### config.mk
export PLATFORM = sky130hd
export DESIGN_NAME = branch_ctrl
export DESIGN_NICKNAME = d
export VERILOG_FILES = /design/src/rtl/branch_ctrl.sv
export SDC_FILE = /design/constraint.sdc
export NUM_CORES = 1
export LEC_CHECK = 0
export ABC_AREA = 1
export BUFFER_PORTS_ARGS = -buffer_cell sky130_fd_sc_hd__buf_2
export CAP_MARGIN = 30
export CORE_ASPECT_RATIO = 1.4
export CORE_MARGIN = 5
export CORE_UTILIZATION = 45
export DETAILED_ROUTE_END_ITERATION = 7
export MAX_ROUTING_LAYER = met4
export PLACE_DENSITY = 0.7
export SLEW_MARGIN = 20
export SYNTH_ARGS = -nofsm -noshare
export SYNTH_HDL_FRONTEND = slang
export SYNTH_SLANG_ARGS = --single-unit
export TNS_END_PERCENT = 20
### constraint.sdc
create_clock -name clk_i -period 2.8 [get_ports clk_i]
set_clock_uncertainty 0.1 [all_clocks]
set_input_delay 0.14 -clock clk_i [delete_from_list [all_inputs] [get_ports clk_i]]
set_output_delay 0.14 -clock clk_i [all_outputs]
set_load 0.1 [all_outputs]
### src/rtl/branch_ctrl.sv
// branch_ctrl: multi-cycle conditional-branch resolution controller.
// Accepts one branch from decode, drives the shared comparator for one cycle,
// decodes funct3 into a taken decision and returns the next PC to fetch.
// Optional macro BRANCH_CTRL_STATS_EN adds saturating branch statistics counters.
module branch_ctrl #(
    parameter int              XLEN     = 32,
    parameter logic [XLEN-1:0] RESET_PC = '0
) (
    input  logic            clk_i,
    input  logic            rst_i,
    input  logic            req_valid_i,
    output logic            req_ready_o,
    input  logic [2:0]      funct3_i,
    input  logic [XLEN-1:0] pc_i,
    input  logic [XLEN-1:0] imm_i,
    input  logic [XLEN-1:0] rs1_data_i,
    input  logic [XLEN-1:0] rs2_data_i,
    output logic [XLEN-1:0] cmp_rs1_o,
    output logic [XLEN-1:0] cmp_rs2_o,
    output logic            br_unsigned_o,
    input  logic            br_less_i,
    input  logic            br_equal_i,
    output logic            rsp_valid_o,
    input  logic            rsp_ready_i,
    output logic            taken_o,
    output logic [XLEN-1:0] next_pc_o,
    output logic            flush_o,
    output logic            illegal_o,
`ifdef BRANCH_CTRL_STATS_EN
    output logic [31:0]     br_total_o,
    output logic [31:0]     br_taken_o,
`endif
    output logic            misalign_o
);

    typedef enum logic [1:0] {
        IDLE = 2'd0,
        CMP  = 2'd1,
        RESP = 2'd2
    } state_t;

    localparam logic [XLEN-1:0] PC_STEP = XLEN'(4);

    state_t          state_q, state_d;
    logic [2:0]      funct3_q;
    logic [XLEN-1:0] pc_q, imm_q, rs1_q, rs2_q;
    logic            taken_q, illegal_q, misalign_q;
    logic [XLEN-1:0] next_pc_q;

    logic            taken_d, illegal_d;
    logic [XLEN-1:0] target, fallthrough;

    // Status and comparator drive come straight from the state and latched operands;
    // a reset in flight suppresses the response so an aborted branch never handshakes.
    assign req_ready_o   = (state_q == IDLE);
    assign cmp_rs1_o     = rs1_q;
    assign cmp_rs2_o     = rs2_q;
    assign br_unsigned_o = (state_q != IDLE) && funct3_q[1];
    assign rsp_valid_o   = (state_q == RESP) && !rst_i;
    assign flush_o       = rsp_valid_o && rsp_ready_i && taken_q;
    assign taken_o       = taken_q;
    assign next_pc_o     = next_pc_q;
    assign illegal_o     = illegal_q;
    assign misalign_o    = misalign_q;

    assign target        = pc_q + imm_q;
    assign fallthrough   = pc_q + PC_STEP;

    // Decode funct3 against the comparator results into a taken/illegal decision.
    always_comb begin
        taken_d   = 1'b0;
        illegal_d = 1'b0;
        case (funct3_q)
            3'b000:         taken_d = br_equal_i;
            3'b001:         taken_d = !br_equal_i;
            3'b100, 3'b110: taken_d = br_less_i;
            3'b101, 3'b111: taken_d = !br_less_i;
            default:        illegal_d = 1'b1;
        endcase
    end

    // Next-state logic: accept in IDLE, one compare cycle, then hold until fetch accepts.
    always_comb begin
        state_d = state_q;
        case (state_q)
            IDLE:    if (req_valid_i) state_d = CMP;
            CMP:     state_d = RESP;
            RESP:    if (rsp_ready_i) state_d = IDLE;
            default: state_d = IDLE;
        endcase
    end

    // State register, operand latch and registered resolution result.
    always_ff @(posedge clk_i) begin
        if (rst_i) begin
            state_q    <= IDLE;
            funct3_q   <= '0;
            pc_q       <= '0;
            imm_q      <= '0;
            rs1_q      <= '0;
            rs2_q      <= '0;
            taken_q    <= 1'b0;
            illegal_q  <= 1'b0;
            misalign_q <= 1'b0;
            next_pc_q  <= RESET_PC;
        end else begin
            state_q <= state_d;
            if (state_q == IDLE && req_valid_i) begin
                funct3_q <= funct3_i;
                pc_q     <= pc_i;
                imm_q    <= imm_i;
                rs1_q    <= rs1_data_i;
                rs2_q    <= rs2_data_i;
            end
            if (state_q == CMP) begin
                taken_q    <= taken_d;
                illegal_q  <= illegal_d;
                misalign_q <= taken_d && (target[1:0] != 2'b00);
                next_pc_q  <= taken_d ? target : fallthrough;
            end
        end
    end

`ifdef BRANCH_CTRL_STATS_EN
    logic [31:0] total_q, taken_cnt_q;
    logic        handshake;

    assign handshake  = (state_q == RESP) && rsp_ready_i;
    assign br_total_o = total_q;
    assign br_taken_o = taken_cnt_q;

    // Saturating counters of completed and taken responses.
    always_ff @(posedge clk_i) begin
        if (rst_i) begin
            total_q     <= '0;
            taken_cnt_q <= '0;
        end else if (handshake) begin
            if (total_q != 32'hFFFF_FFFF)
                total_q <= total_q + 32'd1;
            if (taken_q && taken_cnt_q != 32'hFFFF_FFFF)
                taken_cnt_q <= taken_cnt_q + 32'd1;
        end
    end
`endif

endmodule

==> impl_metrics.ini <==
[run_status]
status = finished, final reports clean

[clocking]
cts_tree = done
clkTransAtPathRegs_ps = 80
htreeDepth = 4
clk_path_buf_depth = 2
cts-root-buf = clkbuf_16
cts.sinks = 168
clock_latency_ps = 430
numCtsBuffers = 17
cts_resized = 0

[routing]
drt-total-wl_um = 33600
routed-via-count = 10000
wl_per_cell_um = 17.6
dr.pass1.iters = 5
ant_nets = 0
drcViolationCount = 0
drt_iter0_drc = 750
viasPerCell = 5.24

[timing]
slew_headroom_pct = 40.6
finalSetupTns_ps = 0
worst_pin_slew_ps = 882
fin_hold_ws_ps = 7.21
period_needed_ps = 2440
slew_violations = 0
hold_viol = 0
rsz0062_at_grt = no
fin_ws_ps = 356
max_freq_ghz = 0.409
setup-violations-final = 0
fin_crit_sh_pct = 87.3

[worst_hold_path]
hold_class = input port to flop

[synthesis]
ys_seq_elements = 168
ys.flop_type = dfxtp_1
synth.avg_cell_area_um2 = 6.69
ys_warn_count = 0
synth_edf_count = 0
ys_types = 41
seq_area_frac_synth_pct = 38.4
ys_async_sr_fraction_pct = 0
syn_inst = 1310
synth_area_um2 = 8760
synthesis.nets = 1480

[place]
dp_hpwl_um = 23900
place.gp.congestion = 0.995
post-place-ws_ps = 424
dpl.cell_count = 1752
portBuffers = 239

[final_layout]
stdcell_count = 1912
fin_nets = 1819
areaGrowthSynthToFinish_pct = 37.3
final_layout_size_suffix_gt1_share_pct = 18.5
num-fill-cells = 1804
post-route-util_pct = 62.6

[worst_setup_path]
cp_data_arrival_time_ps = 2710
path_cells = ha_1 > inv_1 > fa_1 > o21ai_1 > nand2_1 > nand2_1 > nand3_1 > nand2_1 > nand2_1 > nand3b_1 > nand3_1 > a21oi_1
cpMostUsedCell = nand2_1
critPathBufInv = 1
crit_family = simple AND/OR/NAND/NOR gates
cp-end-kind = flop
cp_max_fo = 4
required_ps = 3060
crit_type = flop to flop
slowest_delay_ps = 400
slowest_stage = fa_1
crit_path_start_kind = flop

[global_route]
grt_usage_pct = 30.4
grt_busiest_layer = met2
antenna_found_initial = 2
grt_pass1_vias = 10100
met2_usage_pct = 52.9
globalRoute.totalOverflow = 0
use_met3_pct = 5.23
grt_pass1_wl_um = 52200
grt_start_max_net_pins = 103
grt_use_met1_pct = 33.9

[run]
maxCapViolations = 0

[die]
die-area_um2 = 22400
die_w_um = 128
coreArea_um2 = 19200
pin_count = 240
die_y_um = 175
initial_utilization_pct = 45.6
num_rows = 60

[power_and_ir_drop]
p_leak_nw = 5.78
p_per_area_nw_per_um2 = 623
ir_drop_v = 0.000519
layer usage:
| metal | wire length [µm] | part of all wire (%) |
|---|---|---|
| met3 | 2040 | 6.1 |
| met2 | 17100 | 51 |
| met5 | 0 | 0 |
| met1 | 13100 | 39 |
| met4 | 1390 | 4.1 |
cell usage in the layout, fill, tap and decap left out, types with 11 or more instances in the layout:
cell,Yosys,layout
ha_1,32,32
a21oi_1,108,108
buf_2,18,239
o21ai_0,190,190
nand2_1,206,205
xor2_1,15,15
nand3_1,50,50
dfxtp_1,168,168
inv_1,100,99
nor2_1,291,289
dlygate4sd3_1,0,126
clkbuf_16,0,17
nor3_1,19,18
buf_4,0,11
worst paths after layout:
check	slack, ps	depth (start not counted)	startpoint	end
setup / recovery	360	12	imm_q[0]$_SDFFE_PP0P_	next_pc_o[22]$_SDFFE_PP0N_
hold / removal	7	3	rs1_data_i[4]	cmp_rs1_o[4]$_SDFFE_PP0P_
setup reg to reg	360	12	imm_q[0]$_SDFFE_PP0P_	next_pc_o[22]$_SDFFE_PP0N_
hold reg to reg	340	1	funct3_q[2]$_SDFFE_PP0P_	illegal_o$_SDFFE_PP0N_
flip-flops by register name (all words and copies together), names as in the netlist:
| register | cells |
|---|---|
| cmp_rs1_o | 32 |
| state_q | 2 |
| misalign_o | 1 |
| illegal_o | 1 |
| next_pc_o | 32 |
| pc_q | 32 |
| cmp_rs2_o | 32 |
| taken_o | 1 |
| imm_q | 32 |
| funct3_q | 3 |
worst min-delay path, cell delays in order:
cell and delay [ps]:
buf_2 70, o21ai_0 180, nor2_1 120
Yosys cell counts, types with 15 or more instances:
master,n,area [µm²]
xor2_1,15,131
clkbuf_1,39,146
o21ai_0,190,951
nor2_1,291,1090
ha_1,32,400
a21oi_1,108,541
nor3_1,19,95.1
inv_1,100,375
nand3_1,50,250
buf_2,18,90.1
dfxtp_1,168,3360
nand2_1,206,773
what timing repair did:
item	CTS	global route
hold buffers	125	1
endpoints found under the hold margin	129	1
setup buffers	0	0
endpoints found under the setup margin	0	0
stage by stage:
| step | total power [mW] | area [µm²] |
|---|---|---|
| after floorplan | 4.49 | 8770 |
| after global placement | 5.03 | 10200 |
| after detailed placement | 5.04 | 10200 |
| after CTS | 7.51 | 12000 |
| after global routing | 7.82 | 12000 |
| final | 7.50 | 12000 |
area by class of cell:
type / count / area (µm²) / area share, %
Multi-Input combinational cell: 980 / 4790 / 39.8
Sequential cell: 168 / 3360 / 27.9
Timing Repair Buffer: 379 / 2600 / 21.6
Clock buffer: 18 / 429 / 3.57
Inverter: 103 / 390 / 3.24
Tap cell: 248 / 310 / 2.58
Clock inverter: 14 / 151 / 1.26
Antenna cell: 2 / 5.00 / 0.0416
kinds of logic after synthesis:
| logic type | Yosys count | synth area share [%] |
|---|---|---|
| buffers and inverters | 162 | 7.21 |
| DFF | 168 | 38.4 |
| xor gates and xnor gates | 20 | 2.00 |
| and+or+nand+nor | 599 | 28.2 |
| AOI/OAI and AO/OA | 328 | 19.5 |
| adders and majority gates | 33 | 4.80 |
power breakdown:
part           switching (mW)  leakage [nW]  internal, mW
Sequential              0.173          1.39          2.60
Combinational            1.77          4.11         0.619
Clock                    1.15         0.279          1.20
Total                    3.09          5.78          4.42
Power figures use the tool's default switching activity.
